`src/rtl/alu_seq.sv`:
```
// Multi-cycle ALU with a Start/Busy/Done handshake and an internal Z/N/V/C flag bank.
// Variable shifts iterate one bit per cycle; MUL is a WIDTH-step shift-add.
module alu_seq #(
  parameter  int WIDTH   = 8,
  localparam int SHAMT_W = $clog2(WIDTH)
) (
  input  logic             Clock,
  input  logic             Reset,
  input  logic             Start,
  input  logic [2:0]       Op,
  input  logic             Flags_Write_Enable,
  input  logic [WIDTH-1:0] ALU_Input0,
  input  logic [WIDTH-1:0] ALU_Input1,
  output logic             Busy,
  output logic             Done,
  output logic [WIDTH-1:0] ALU_OUTPUT,
  output logic             ZeroFlagOut,
  output logic             NegativeFlagOut,
  output logic             OverFlowFlagOut,
  output logic             CarryFlagOut
);

  localparam int CNT_W = SHAMT_W + 1;

  typedef enum logic {IDLE, EXEC} state_t;

  typedef enum logic [2:0] {
    OP_ADD  = 3'b000,
    OP_SUB  = 3'b001,
    OP_SHL  = 3'b010,
    OP_SHR  = 3'b011,
    OP_SHLN = 3'b100,
    OP_SHRN = 3'b101,
    OP_MUL  = 3'b110,
    OP_PASS = 3'b111
  } op_t;

  state_t             state, state_next;
  op_t                op_in, op_r;
  logic               fwe_r;
  logic               shift_en, shift_en_in;
  logic [WIDTH-1:0]   a_r, b_r;
  logic [2*WIDTH-1:0] acc, acc_next;
  logic [WIDTH:0]     mul_sum, add_s, sub_s;
  logic [CNT_W-1:0]   cnt, cnt_load;
  logic [SHAMT_W-1:0] shamt;
  logic               final_cyc;
  logic               shift_left, shift_c;
  logic [WIDTH-1:0]   shift_v;
  logic [WIDTH-1:0]   res;
  logic               res_c, res_v;

  assign op_in     = op_t'(Op);
  assign shamt     = ALU_Input1[SHAMT_W-1:0];
  assign final_cyc = (state == EXEC) && (cnt == CNT_W'(1));

  // Iteration count: shifts by zero still take one cycle and leave A untouched.
  always_comb begin
    cnt_load    = CNT_W'(1);
    shift_en_in = 1'b0;
    case (op_in)
      OP_MUL: cnt_load = CNT_W'(WIDTH);
      OP_SHL, OP_SHR: shift_en_in = 1'b1;
      OP_SHLN, OP_SHRN: begin
        if (shamt != '0) begin
          cnt_load    = {1'b0, shamt};
          shift_en_in = 1'b1;
        end
      end
      default: ;
    endcase
  end

  always_ff @(posedge Clock) begin
    if (!Reset) state <= IDLE;
    else        state <= state_next;
  end

  always_comb begin
    state_next = state;
    Busy       = (state == EXEC);
    case (state)
      IDLE:    if (Start) state_next = EXEC;
      EXEC:    if (final_cyc) state_next = IDLE;
      default: state_next = IDLE;
    endcase
  end

  always_comb begin
    shift_left = (op_r == OP_SHL) || (op_r == OP_SHLN);
    shift_v    = a_r;
    shift_c    = 1'b0;
    if (shift_en) begin
      if (shift_left) begin
        shift_v = {a_r[WIDTH-2:0], 1'b0};
        shift_c = a_r[WIDTH-1];
      end else begin
        shift_v = {1'b0, a_r[WIDTH-1:1]};
        shift_c = a_r[0];
      end
    end

    // acc = {partial high, remaining multiplier}; add then shift right as one step.
    mul_sum  = {1'b0, acc[2*WIDTH-1:WIDTH]} + (acc[0] ? {1'b0, a_r} : '0);
    acc_next = {mul_sum, acc[WIDTH-1:1]};

    add_s = {1'b0, a_r} + {1'b0, b_r};
    sub_s = {1'b0, a_r} + {1'b0, ~b_r} + {{WIDTH{1'b0}}, 1'b1};

    res   = '0;
    res_c = 1'b0;
    res_v = 1'b0;
    case (op_r)
      OP_ADD: begin
        res   = add_s[WIDTH-1:0];
        res_c = add_s[WIDTH];
        res_v = (a_r[WIDTH-1] == b_r[WIDTH-1]) && (add_s[WIDTH-1] != a_r[WIDTH-1]);
      end
      OP_SUB: begin
        res   = sub_s[WIDTH-1:0];
        res_c = sub_s[WIDTH];
        res_v = (a_r[WIDTH-1] != b_r[WIDTH-1]) && (sub_s[WIDTH-1] != a_r[WIDTH-1]);
      end
      OP_SHL, OP_SHR, OP_SHLN, OP_SHRN: begin
        res   = shift_v;
        res_c = shift_c;
      end
      OP_MUL: begin
        res   = acc_next[WIDTH-1:0];
        res_c = |acc_next[2*WIDTH-1:WIDTH];
        res_v = |acc_next[2*WIDTH-1:WIDTH];
      end
      default: res = b_r;
    endcase
  end

  always_ff @(posedge Clock) begin
    if (!Reset) begin
      Done            <= 1'b0;
      ALU_OUTPUT      <= '0;
      ZeroFlagOut     <= 1'b0;
      NegativeFlagOut <= 1'b0;
      OverFlowFlagOut <= 1'b0;
      CarryFlagOut    <= 1'b0;
      a_r             <= '0;
      b_r             <= '0;
      acc             <= '0;
      cnt             <= '0;
      op_r            <= OP_ADD;
      fwe_r           <= 1'b0;
      shift_en        <= 1'b0;
    end else begin
      Done <= 1'b0;
      if ((state == IDLE) && Start) begin
        a_r      <= ALU_Input0;
        b_r      <= ALU_Input1;
        acc      <= {{WIDTH{1'b0}}, ALU_Input1};
        op_r     <= op_in;
        fwe_r    <= Flags_Write_Enable;
        cnt      <= cnt_load;
        shift_en <= shift_en_in;
      end else if (state == EXEC) begin
        cnt <= cnt - CNT_W'(1);
        acc <= acc_next;
        if (shift_en) a_r <= shift_v;
        if (final_cyc) begin
          Done       <= 1'b1;
          ALU_OUTPUT <= res;
          if (fwe_r) begin
            ZeroFlagOut     <= (res == '0);
            NegativeFlagOut <= res[WIDTH-1];
            OverFlowFlagOut <= res_v;
            CarryFlagOut    <= res_c;
          end
        end
      end
    end
  end

endmodule
```
`config.mk`:
```
export PLATFORM = sky130hd
export DESIGN_NAME = alu_seq
export DESIGN_NICKNAME = d
export VERILOG_FILES = /design/src/rtl/alu_seq.sv
export SDC_FILE = /design/constraint.sdc
export NUM_CORES = 1
export LEC_CHECK = 0
export CORE_MARGIN = 5
export CORE_UTILIZATION = 30
export DETAILED_ROUTE_END_ITERATION = 10
export SYNTH_ARGS = -nofsm -noshare
export SYNTH_HDL_FRONTEND = slang
export SYNTH_SLANG_ARGS = --single-unit
```
`constraint.sdc`:
```
create_clock -name Clock -period 3.1 [get_ports Clock]
set_clock_uncertainty 0.05 [all_clocks]
set_input_delay 0.62 -clock Clock [delete_from_list [all_inputs] [get_ports Clock]]
set_output_delay 0.62 -clock Clock [all_outputs]
set_load 0.02 [all_outputs]
```
## After elaboration in Yosys (flattened, before gate mapping)

Index checks and enable logic that the tools add are counted.
W data, S select, Z words.

- Register bits after elaboration: 55
- Memories: 0
- Memory bits (read-only): 0
- Logic and storage cells: 82
- Latch bits: 0
- RAM bits: 0
- Output and inout bits: 14
- Input bits: 23

- Shift-type cells: 0
- Multiply operators: 0
- Add/subtract/negate cells: 5
- Order comparisons: 0
- Divide/modulo/power cells: 0
- Equality and inequality tests: 16
- Bitwise logic cells: 4
- Multiplexer cells: 23
- Reduce and logical (&&, ||, !) cells: 19

Operators with widths:

| cell | number |
|---|---|
| $mux W8 | 8 |
| $pmux W8 S4 | 1 |
| $add A8 B8 Y9 | 3 |
| $eq A3 B3 Y1 const B | 6 |
| $eq A3 B2 Y1 const B | 4 |
| $add A9 B1 Y9 const B | 1 |
| $logic_not A8 Y1 | 1 |
| $mux W4 | 2 |
| $not A8 Y8 | 1 |
| $pmux W4 S2 | 1 |
| $reduce_or A8 Y1 | 1 |
| $mux W1 | 6 |
| $reduce_or A2 Y1 | 3 |
| $eq A4 B1 Y1 const B | 1 |
| $logic_and A1 B1 Y1 | 4 |
| $pmux W1 S2 | 2 |
| $pmux W1 S4 | 1 |
| $reduce_and A4 Y1 | 1 |
| $reduce_bool A2 Y1 | 2 |
| $reduce_or A4 Y1 | 1 |
| $sub A4 B1 Y4 const B | 1 |
| $eq A3 B1 Y1 const B | 1 |
| $logic_not A3 Y1 | 1 |
| $mux W3 | 1 |
| other kinds (9) | 13 |

## Longest topological paths before layout

Gate-level depths: netlist (run 1).

- Depth in word-level cells: 7
- Depth in mapped cells: 11
- Depth with buffers taken out: 11

## Worst setup path after synthesis (run 1)

No wires, ideal clock.

- Kind: register to register
- Start: register a_r[0]
- End: register OverFlowFlagOut
- Period minus slack after synthesis: 2744 ps
- Path buffers: 0
- Slack: 356 ps
- Library setup time: 127 ps
- Cell stages (with the launch flop): 12
- Data required time: 2923 ps
- Arrival time: 2567 ps
- Cells stage by stage: dfxtp_1 > and2_1 > ha_1 > inv_1 > fa_1 > nor2b_1 > o21a_1 > o21a_2 > nor2_1 > or4_1 > o31a_1 > or3_1

- Longest elaborated chain between the ends: 5
- Elaborated cells between the ends (all ways): 11
- Those cells by class: add/sub (4); eq/ne (2); mux (2); reduce/logical (3)

Ends and longest elaborated chain:

| what | line | RTL |
|---|---|---|
| from (decl) | 42 | `logic [WIDTH-1:0] a_r, b_r;` |
| from (signal assigned) | 155 | `a_r <= ALU_Input0;` |
| from (signal assigned) | 165 | `if (shift_en) a_r <= shift_v;` |
| $add A8 B8 Y9 | 108 | `sub_s = {1'b0, a_r} + {1'b0, ~b_r} + {{WIDTH{1'b0}}, 1'b1};` |
| $add A9 B1 Y9 | 108 |  |
| $ne A1 B1 Y1 | 122 | `res_v = (a_r[WIDTH-1] != b_r[WIDTH-1]) && (sub_s[WIDTH-1] != a_r[WIDTH-1]);` |
| $logic_and A1 B1 Y1 | 122 |  |
| $pmux W1 S3 * | 113 | `case (op_r)` |
| to (signal assigned) | 172 | `OverFlowFlagOut <= res_v;` |
| to (decl) | 19 | `output logic OverFlowFlagOut,` |

Every way passes the cells marked *; elsewhere a longest branch is shown, timed or not.
A chain may end at the register's enable or synchronous reset.

## Final worst setup path (run 1)

- Start: register acc[0]
- End: register OverFlowFlagOut

- Longest elaborated chain between the ends: 4

Ends and longest elaborated chain:

| what | line | RTL |
|---|---|---|
| from (decl) | 43 | `logic [2*WIDTH-1:0] acc, acc_next;` |
| from (signal assigned) | 157 | `acc <= {{WIDTH{1'b0}}, ALU_Input1};` |
| from (signal assigned) | 164 | `acc <= acc_next;` |
| $mux W8 | 104 | `mul_sum = {1'b0, acc[2*WIDTH-1:WIDTH]} + (acc[0] ? {1'b0, a_r} : '0);` |
| $add A8 B8 Y9 | 104 |  |
| $reduce_or A8 Y1 | 131 | `res_v = \|acc_next[2*WIDTH-1:WIDTH];` |
| $pmux W1 S3 | 113 |  |

No other way between the ends.

==> results of run 1 <==
==> state kept, by name, indices dropped and copies added (netlist names), 3 cells and up <==
signal,cells
a_r,8
b_r,8
ALU_OUTPUT,8
cnt,4
op_r,3
acc,16
==> placed cells by master (no fill, tap or decap), types with 5 or more instances in the layout <==
cell,n
nand2_1,78
dfxtp_1,54
a21oi_1,40
o21ai_0,37
nor2_1,36
clkdlybuf4s50_1,36
inv_1,27
ha_1,26
and2_1,23
a21boi_0,19
mux2i_1,19
buf_4,19
nor2b_1,17
nor3_1,13
o21a_1,8
xnor2_1,7
nand3_1,7
a311oi_1,7
nor3b_1,7
nand2b_1,5
o22ai_1,5
a211oi_1,5
a221oi_1,5
clkbuf_16,5
==> worst reg2reg max path: stages, from the launching register on <==
cell and delay (ns):
dfxtp_4 0.37, and2_1 0.14, ha_1 0.17, inv_1 0.05, fa_1 0.40, nor2b_1 0.15, o21a_1 0.15, o21a_2 0.14
nor2_1 0.06, or4_1 0.53, o31a_1 0.26, or3_1 0.30
==> cells by family after synthesis <==
| family | Yosys count | synth area share |
|---|---|---|
| compound gates | 165 | 0.265 |
| xor+xnor | 9 | 0.0191 |
| fa+ha+maj | 29 | 0.0935 |
| buf+inv | 61 | 0.0592 |
| flops | 55 | 0.267 |
| mux | 21 | 0.0516 |
| simple gates | 207 | 0.245 |
==> power by group through the flow <==
stage	Sequential [mW]	Clock (mW)	Combinational [mW]
floorplan	0.797	0	0.351
global route	0.805	0.703	0.573
CTS	0.798	0.681	0.512
detailed placement	0.815	0	0.508
finish	0.800	0.665	0.514
global placement	0.813	0	0.499
==> metal layers <==
metal / vias to the layer above / share of wire
met2: 104 / 0.46
met5: - / 0
met3: 20 / 0.034
met4: 0 / 0.029
met1: 1893 / 0.48
li1: 1987 / -
==> stage by stage <==
step	cell area, um2	worst slack [ns]	std cells
finish	4880	0.221	752
global route	4880	0.0153	752
CTS	4880	0.150	752
detailed placement	4710	0.174	744
global placement	4710	0.252	744
floorplan	4120	0.356	547
==> final cells by class <==
type	instances	area [um2]	area share
tap	176	220	0.0451
sequential	55	1100	0.226
inverter	27	101	0.0208
timing repair buffer	55	503	0.103
multi-input combinational	431	2780	0.569
clock inverter	2	35.0	0.00717
clock buffer	6	139	0.0284
==> repair_timing <==
| action | CTS | global route |
|---|---|---|
| gates resized for setup | 0 | 2 |
| setup endpoints to repair | 0 | 2 |
| setup buffers | 0 | 0 |
==> worst paths after layout <==
check	depth (start not counted)	start	end
hold / removal	2	NegativeFlagOut$_SDFFE_PN0P_	NegativeFlagOut$_SDFFE_PN0P_
hold reg to reg	2	NegativeFlagOut$_SDFFE_PN0P_	NegativeFlagOut$_SDFFE_PN0P_
setup / recovery	11	acc[0]$_SDFFE_PN0P_	OverFlowFlagOut$_SDFFE_PN0P_
setup reg to reg	11	acc[0]$_SDFFE_PN0P_	OverFlowFlagOut$_SDFFE_PN0P_
==> out/qor.txt, run 1 <==
Longest Clk Path Bufs: 2
Grt met2 use: 0.244
Worst path slowest cell: or4_1
CP Capture Type: flop
Vias in the first global route: 3881
Crit path kind: reg -> reg
DRT antenna net count: 0
Die area: 16200 um2
# hold bufs at CTS: 0
1st-iter DRT viols: 197
Cell Area, Synth: 4120 um2
NetSw: 0.611 mW
Synthesis Warnings: 0
Synth async-reset ratio: 0
Overall routing resource usage: 0.152
Share of layout cells above drive strength 1: 0.0642
Clk sinks: 55
Global routing's busiest layer: met2
Synth area leader: dfxtp_1
Leakage: 1.87 nW
Htree depth: 2
Worst hold slack: 0.420 ns
Final hold violations: 0
Main synth FF type: dfxtp_1
Period utilization: 0.929
WL/cell: 16.1 um
Fill cells: 1414
Worst min-delay path category: reg -> reg
CTS tree: done
Clock power share: 0.336
Root Driver: clkbuf_16
Num rows: 42
Avg Cell Area, Syn: 7.54 um2
GR Overflow Total: 0
Worst Path Buf+Inv: 1
Seq/Total Area, Yosys: 0.267
PwrDens: 405 nW/um2
Tightest Pin Transition: 0.714 ns
Met1 Use GR: 0.210
R2R Setup Slk: 0.22 ns
Syn Inst Count: 547
Routed WL: 12100 um
Initial antenna violation count: 0
Top-count cell post-synth: nand2_1
DP Wirelength: 9410 um
# IOs: 37
Post-synthesis cell type count: 61
Yosys top cell area share: 0.267
Rel. slew slack: 0.524
Worst EP required: 3.23 ns
Die W: 127 um
Flops & latches, synth: 55
M3 GR Usage: 0.0129
Clk slew on worst S/H paths: 0.07 ns
RSZ-0062 raised after global routing: false
Setup TNS: 0 ns
Area contributors post-synth: dfxtp_1 27%, ha_1 7.9%, nand2_1 7.1%
Register share of total power: 0.404
Post-Syn Nets: 599
Largest net degree at the start of global routing: 44
Internal power: 1.37 mW
Core area: 13300 um2
Clock Latency Late Sink: 0.29 ns
Combinational fraction of design power: 0.260
F_max: 347 MHz
Die H: 127 um
First-pass GRT wire length: 20000 um
Starting Density: 0.309
Critical path cell sequence: and2_1 -> ha_1 -> inv_1 -> fa_1 -> nor2b_1 -> o21a_1 -> o21a_2 -> nor2_1 -> or4_1 -> o31a_1 -> or3_1
Via count: 4004
Pwr Total: 1.98 mW
Max-slew violation count: 0
Fin crit period: 2.88 ns
Post-synth EDFFs: 0
CP peak stage delay: 0.53 ns
RD Place Congestion: 0.858
Inserted Diodes: 0
Drc violations: 0
Crit path max-delay family: simple AND/OR/NAND/NOR gates
Port Buffers: 36
Switching Fraction: 0.309
Synth cell count leaders: 78 x nand2_1, 55 x dfxtp_1, 40 x a21oi_1
# setup viols final: 0
Vias per cell: 5.32
Status: finished clean
Maximum fanout along the worst path: 9
Peak supply drop: 0.226 mV
Synth-to-layout area growth: 18.5%
Crit start category: flop
Crit path arrival time: 3.01 ns
Num CTS Buffers: 5
Nets: 627
Max-Cap Viols: 0
Post-layout util: 0.366
TritonRoute pass-1 iters: 4
Note: power is estimated with default switching activity, not from simulation.
==> inputs of run 2 (changes only) <==
Clock period 3.1 ns to 2.6 ns, I/O delays scaled along.
==> run 2 against run 1 <==
  * The run now ends with setup timing left
  * Largest power group unchanged
  * Sequential share of layout area down 1.6 points
  * Highest routed layer unchanged
  * Clock power up 7.2%
  * Global-route usage up 0.75 points
==> out/qor.txt, run 2 (synthesis results as in run 1) <==
Status: finished, violations left
Failing checks: setup timing
Die H: 127 um
Overall routing resource usage: 0.159
Post-layout util: 0.394
PwrDens: 448 nW/um2
Clock Latency Late Sink: 0.30 ns
Htree depth: 2
R2R cell count: 11
GR Overflow Total: 0
RSZ-0062 raised after global routing: true
Max reg flops: 16
Synth-to-layout area growth: 27.7%
Final std cells w/o fill: 792
Longest Clk Path Bufs: 2
Crit path arrival time: 2.81 ns
Num CTS Buffers: 5
Period utilization: 1.03
Crit path kind: reg -> reg
Largest net degree at the start of global routing: 44
Rel. slew slack: 0.594
Worst hold path startpoint: ZeroFlagOut$_SDFFE_PN0P_
RD Place Congestion: 0.926
Hold depth: 2
Fill cells: 1397
Vias in the first global route: 4032
Clk slew on worst S/H paths: 0.08 ns
Fin crit period: 2.67 ns
CP Capture Type: flop
CTS tree: done
# setup viols final: 2
Routed WL: 13000 um
Share of layout cells above drive strength 1: 0.151
Max-slew violation count: 0
TritonRoute pass-1 iters: 4
Port Buffers: 36
Worst hold slack: 0.418 ns
Cell Area, Placed: 5030 um2
DP Wirelength: 10200 um
Maximum fanout along the worst path: 4
# hold bufs at CTS: 0
Max-Cap Viols: 0
Vias per cell: 5.24
Peak supply drop: 0.446 mV
DRT antenna net count: 0
Clk sinks: 55
Die area: 16200 um2
Design area: 5260 um2
1st-iter DRT viols: 204
Worst EP required: 2.74 ns
Starting Density: 0.309
WL/cell: 16.4 um
Root Driver: clkbuf_16
Final hold violations: 0
Crit start category: flop
Core area: 13300 um2
Initial antenna violation count: 0
Commonest non-fill, non-tap cell in the layout: nand2_1
Via count: 4147
Drc violations: 0
Die W: 127 um
Nets: 667
Final setup margin: -0.0708 ns
# IOs: 37
Most flops, register: acc
F_max: 374 MHz
Num rows: 42
End of the worst register-to-register path: CarryFlagOut$_SDFFE_PN0P_
Placed insts: 782
First-pass GRT wire length: 21000 um
Hold Path End: ZeroFlagOut$_SDFFE_PN0P_
Reg2reg start: a_r[0]$_SDFFE_PN0P_
R2R Setup Slk: -0.07 ns
Tightest Pin Transition: 0.608 ns
Worst min-delay path category: reg -> reg
Most frequent cells in the layout: 77 x nand2_1, 57 x buf_4, 52 x dfxtp_1
Leakage: 2.07 nW
Pre-CTS setup slack: -0.117 ns
Inserted Diodes: 0
[run 2: worst max path at each step]
stage	startpoint	endpoint	slack (ns)	depth (start not counted)
6_report	a_r[0]$_SDFFE_PN0P_	CarryFlagOut$_SDFFE_PN0P_	-0.07	11
5_1_grt	a_r[0]$_SDFFE_PN0P_	OverFlowFlagOut$_SDFFE_PN0P_	-0.16	11
4_1_cts	a_r[0]$_SDFFE_PN0P_	OverFlowFlagOut$_SDFFE_PN0P_	-0.06	11
3_5_place_dp	a_r[0]$_SDFFE_PN0P_	OverFlowFlagOut$_SDFFE_PN0P_	-0.12	11
3_3_place_gp	a_r[0]$_SDFFE_PN0P_	OverFlowFlagOut$_SDFFE_PN0P_	-0.07	11
2_1_floorplan	acc[0]$_SDFFE_PN0P_	OverFlowFlagOut$_SDFFE_PN0P_	0.03	11
[run 2: routing by layer]
metal | global-route usage | vias to the layer above | share of wire
met1 | 0.214 | 1969 | 0.47
met2 | 0.266 | 98 | 0.46
met4 | 0.0505 | 0 | 0.022
li1 | - | 2064 | -
met3 | 0.0213 | 16 | 0.041
met5 | 0 | - | 0
[run 2: metrics by stage]
stage / power [mW] / TNS [ns]
2_1_floorplan: 1.37 / 0
3_3_place_gp: 1.64 / -0.127
3_5_place_dp: 1.64 / -0.232
4_1_cts: 2.36 / -0.121
5_1_grt: 2.48 / -0.310
6_report: 2.36 / -0.141
[run 2: cell type report]
class,count,area [um2],area share
Multi-Input combinational cell,431,2870,0.545
Clock buffer,5,125,0.0238
Inverter,27,101,0.0193
Timing Repair Buffer,95,820,0.156
Clock inverter,3,22.5,0.00428
Tap cell,176,220,0.0418
Sequential cell,55,1110,0.210
[run 2: timing repair]
item                                    CTS  global route
endpoints found under the setup margin    2             6
pin swaps                                11             0
gates resized for setup                  10             5
setup buffers                             2             0
[run 2: worst max-delay path, cell delays in order, from the launching register on]
cell and delay [ns]:
dfxtp_4 0.36, and2_4 0.14, ha_4 0.12, inv_2 0.04, fa_2 0.35, nor2b_1 0.12, o21a_1 0.15, o21a_2 0.15
nor2_2 0.05, or4_4 0.42, o31a_1 0.29, a221o_2 0.31
[run 2: report_power, final]
group	switching, mW	internal (mW)	total, mW	leakage [nW]
Sequential	0.0488	0.887	0.936	0.451
Clock	0.349	0.364	0.713	0.0760
Combinational	0.388	0.321	0.709	1.54
Total	0.785	1.57	2.36	2.07
==> inputs of run 3 (changes only) <==
Settings changed: CAP_MARGIN from default to 30, CORE_UTILIZATION 30 to 25.
==> run 3 against run 2 <==
  * The flow still finishes with violations (setup timing)
  * Sequential share of layout area down 0.23 points
  * Wire length fell by 3.5%
  * Setup slack improved by 0.041 ns
  * Design area up 1.1%
  * Non-clock buffer count shrank 2
  * Utilization is 7.0 points lower
  * Largest cell class unchanged
  * Largest power group unchanged
  * Highest routed layer unchanged
==> out/qor.txt, run 3 (synthesis results as in run 1) <==
Final std cells w/o fill: 834
Vias in the first global route: 3716
Period utilization: 1.01
Inserted Diodes: 0
Via count: 4009
Max-Cap Viols: 0
Die area: 19200 um2
# IOs: 37
Routed WL: 12500 um
Crit path max-delay family: simple AND/OR/NAND/NOR gates
Largest net degree at the start of global routing: 41
GR Overflow Total: 0
RD Place Congestion: 0.897
Crit start category: flop
Worst EP required: 2.73 ns
Nets: 665
CP peak stage delay: 0.41 ns
Share of layout cells above drive strength 1: 0.150
Final setup margin: -0.0293 ns
CTS tree: done
Starting Density: 0.251
Most flops, register: acc
Crit path kind: reg -> reg
Critical path cell sequence: and2_4 -> ha_4 -> inv_2 -> fa_2 -> nor2b_1 -> o21a_1 -> o21a_2 -> nor2_2 -> or4_1 -> o31a_1 -> or3_1
WL/cell: 15.0 um
Leakage: 2.07 nW
Fin crit period: 2.63 ns
Commonest non-fill, non-tap cell in the layout: nand2_1
Cell Area, Placed: 5060 um2
Final hold violations: 0
CP Capture Type: flop
Design area: 5320 um2
Longest Clk Path Bufs: 2
Overall routing resource usage: 0.126
Peak supply drop: 0.281 mV
Max reg flops: 16
Pwr Total: 2.35 mW
Worst path slowest cell: or4_1
Htree depth: 2
Die H: 138 um
Clk sinks: 55
Max-slew violation count: 0
F_max: 380 MHz
DRT antenna net count: 0
Core area: 16400 um2
First-pass GRT wire length: 20200 um
Tightest Pin Transition: 0.684 ns
Die W: 138 um
Initial antenna violation count: 0
Num CTS Buffers: 5
Worst min-delay path category: reg -> reg
Maximum fanout along the worst path: 3
Failing checks: setup timing
Worst Path Buf+Inv: 1
Crit path arrival time: 2.76 ns
Drc violations: 0
Root Driver: clkbuf_16
Clock Latency Late Sink: 0.30 ns
Clk slew on worst S/H paths: 0.07 ns
RSZ-0062 raised after global routing: true
PwrDens: 442 nW/um2
Vias per cell: 4.81
Rel. slew slack: 0.541
TritonRoute pass-1 iters: 4
Num rows: 47
Most frequent cells in the layout: 77 x nand2_1, 54 x buf_4, 52 x dfxtp_1
Placed insts: 822
Synth-to-layout area growth: 29.1%
DP Wirelength: 9660 um
Port Buffers: 36
Status: finished, violations left
1st-iter DRT viols: 233
# setup viols final: 2
==> run 3: routing by layer <==
| metal | wire, um | vias to the layer above | part of all wire | GRT usage |
|---|---|---|---|---|
| li1 | - | 2067 | - | - |
| met1 | 6090 | 1825 | 0.49 | 0.181 |
| met2 | 5530 | 98 | 0.44 | 0.197 |
| met3 | 588 | 19 | 0.047 | 0.0183 |
| met4 | 287 | 0 | 0.023 | 0.0380 |
| met5 | 0 | - | 0 | 0 |
==> run 3: metrics by stage <==
step / util / hold slack, ns / setup WS (ns) / setup TNS, ns
after floorplan: - / 0.395 / 0.0316 / 0
after global placement: 0.309 / 0.404 / -0.0496 / -0.0896
after detailed placement: 0.309 / 0.407 / -0.0791 / -0.144
after CTS: 0.322 / 0.418 / -0.0239 / -0.0336
after global routing: 0.324 / 0.450 / -0.133 / -0.254
final: 0.324 / 0.412 / -0.0293 / -0.0458
==> run 3: timing repair <==
action / CTS / global route
cloned: 0 / 0
endpoints found under the setup margin: 2 / 7
pin swaps: 12 / 1
endpoints found under the hold margin: 0 / 0
hold buffers: 0 / 0
gates resized for setup: 9 / 8
buffers inserted: 3 / 1
==> run 3: layout make-up <==
cell class	count	area (um2)
Fill cell	1740	11100
Tap cell	220	275
Clock buffer	5	125
Multi-Input combinational cell	431	2870
Inverter	27	101
Timing Repair Buffer	93	817
Clock inverter	3	22.5
Sequential cell	55	1110
==> run 3: report_power, final <==
group / switching, mW / total, mW / internal (mW)
combinational: 0.384 / 0.714 / 0.330
sequential: 0.0533 / 0.940 / 0.887
clock: 0.337 / 0.699 / 0.362
total: 0.775 / 2.35 / 1.58
==> run 3: final timing paths <==
check             cells past startpoint                            to  slack, ns                      from
setup / recovery                     11  OverFlowFlagOut$_SDFFE_PN0P_      -0.03       a_r[0]$_SDFFE_PN0P_
hold / removal                        2      ZeroFlagOut$_SDFFE_PN0P_       0.41  ZeroFlagOut$_SDFFE_PN0P_
setup reg to reg                     11  OverFlowFlagOut$_SDFFE_PN0P_      -0.03       a_r[0]$_SDFFE_PN0P_
hold reg to reg                       2      ZeroFlagOut$_SDFFE_PN0P_       0.41  ZeroFlagOut$_SDFFE_PN0P_
==> run 3: worst min-delay path, cell delays in order, from the launching register on <==
cell and delay, ns:
dfxtp_1 0.32, nand2_1 0.05, o31ai_1 0.05
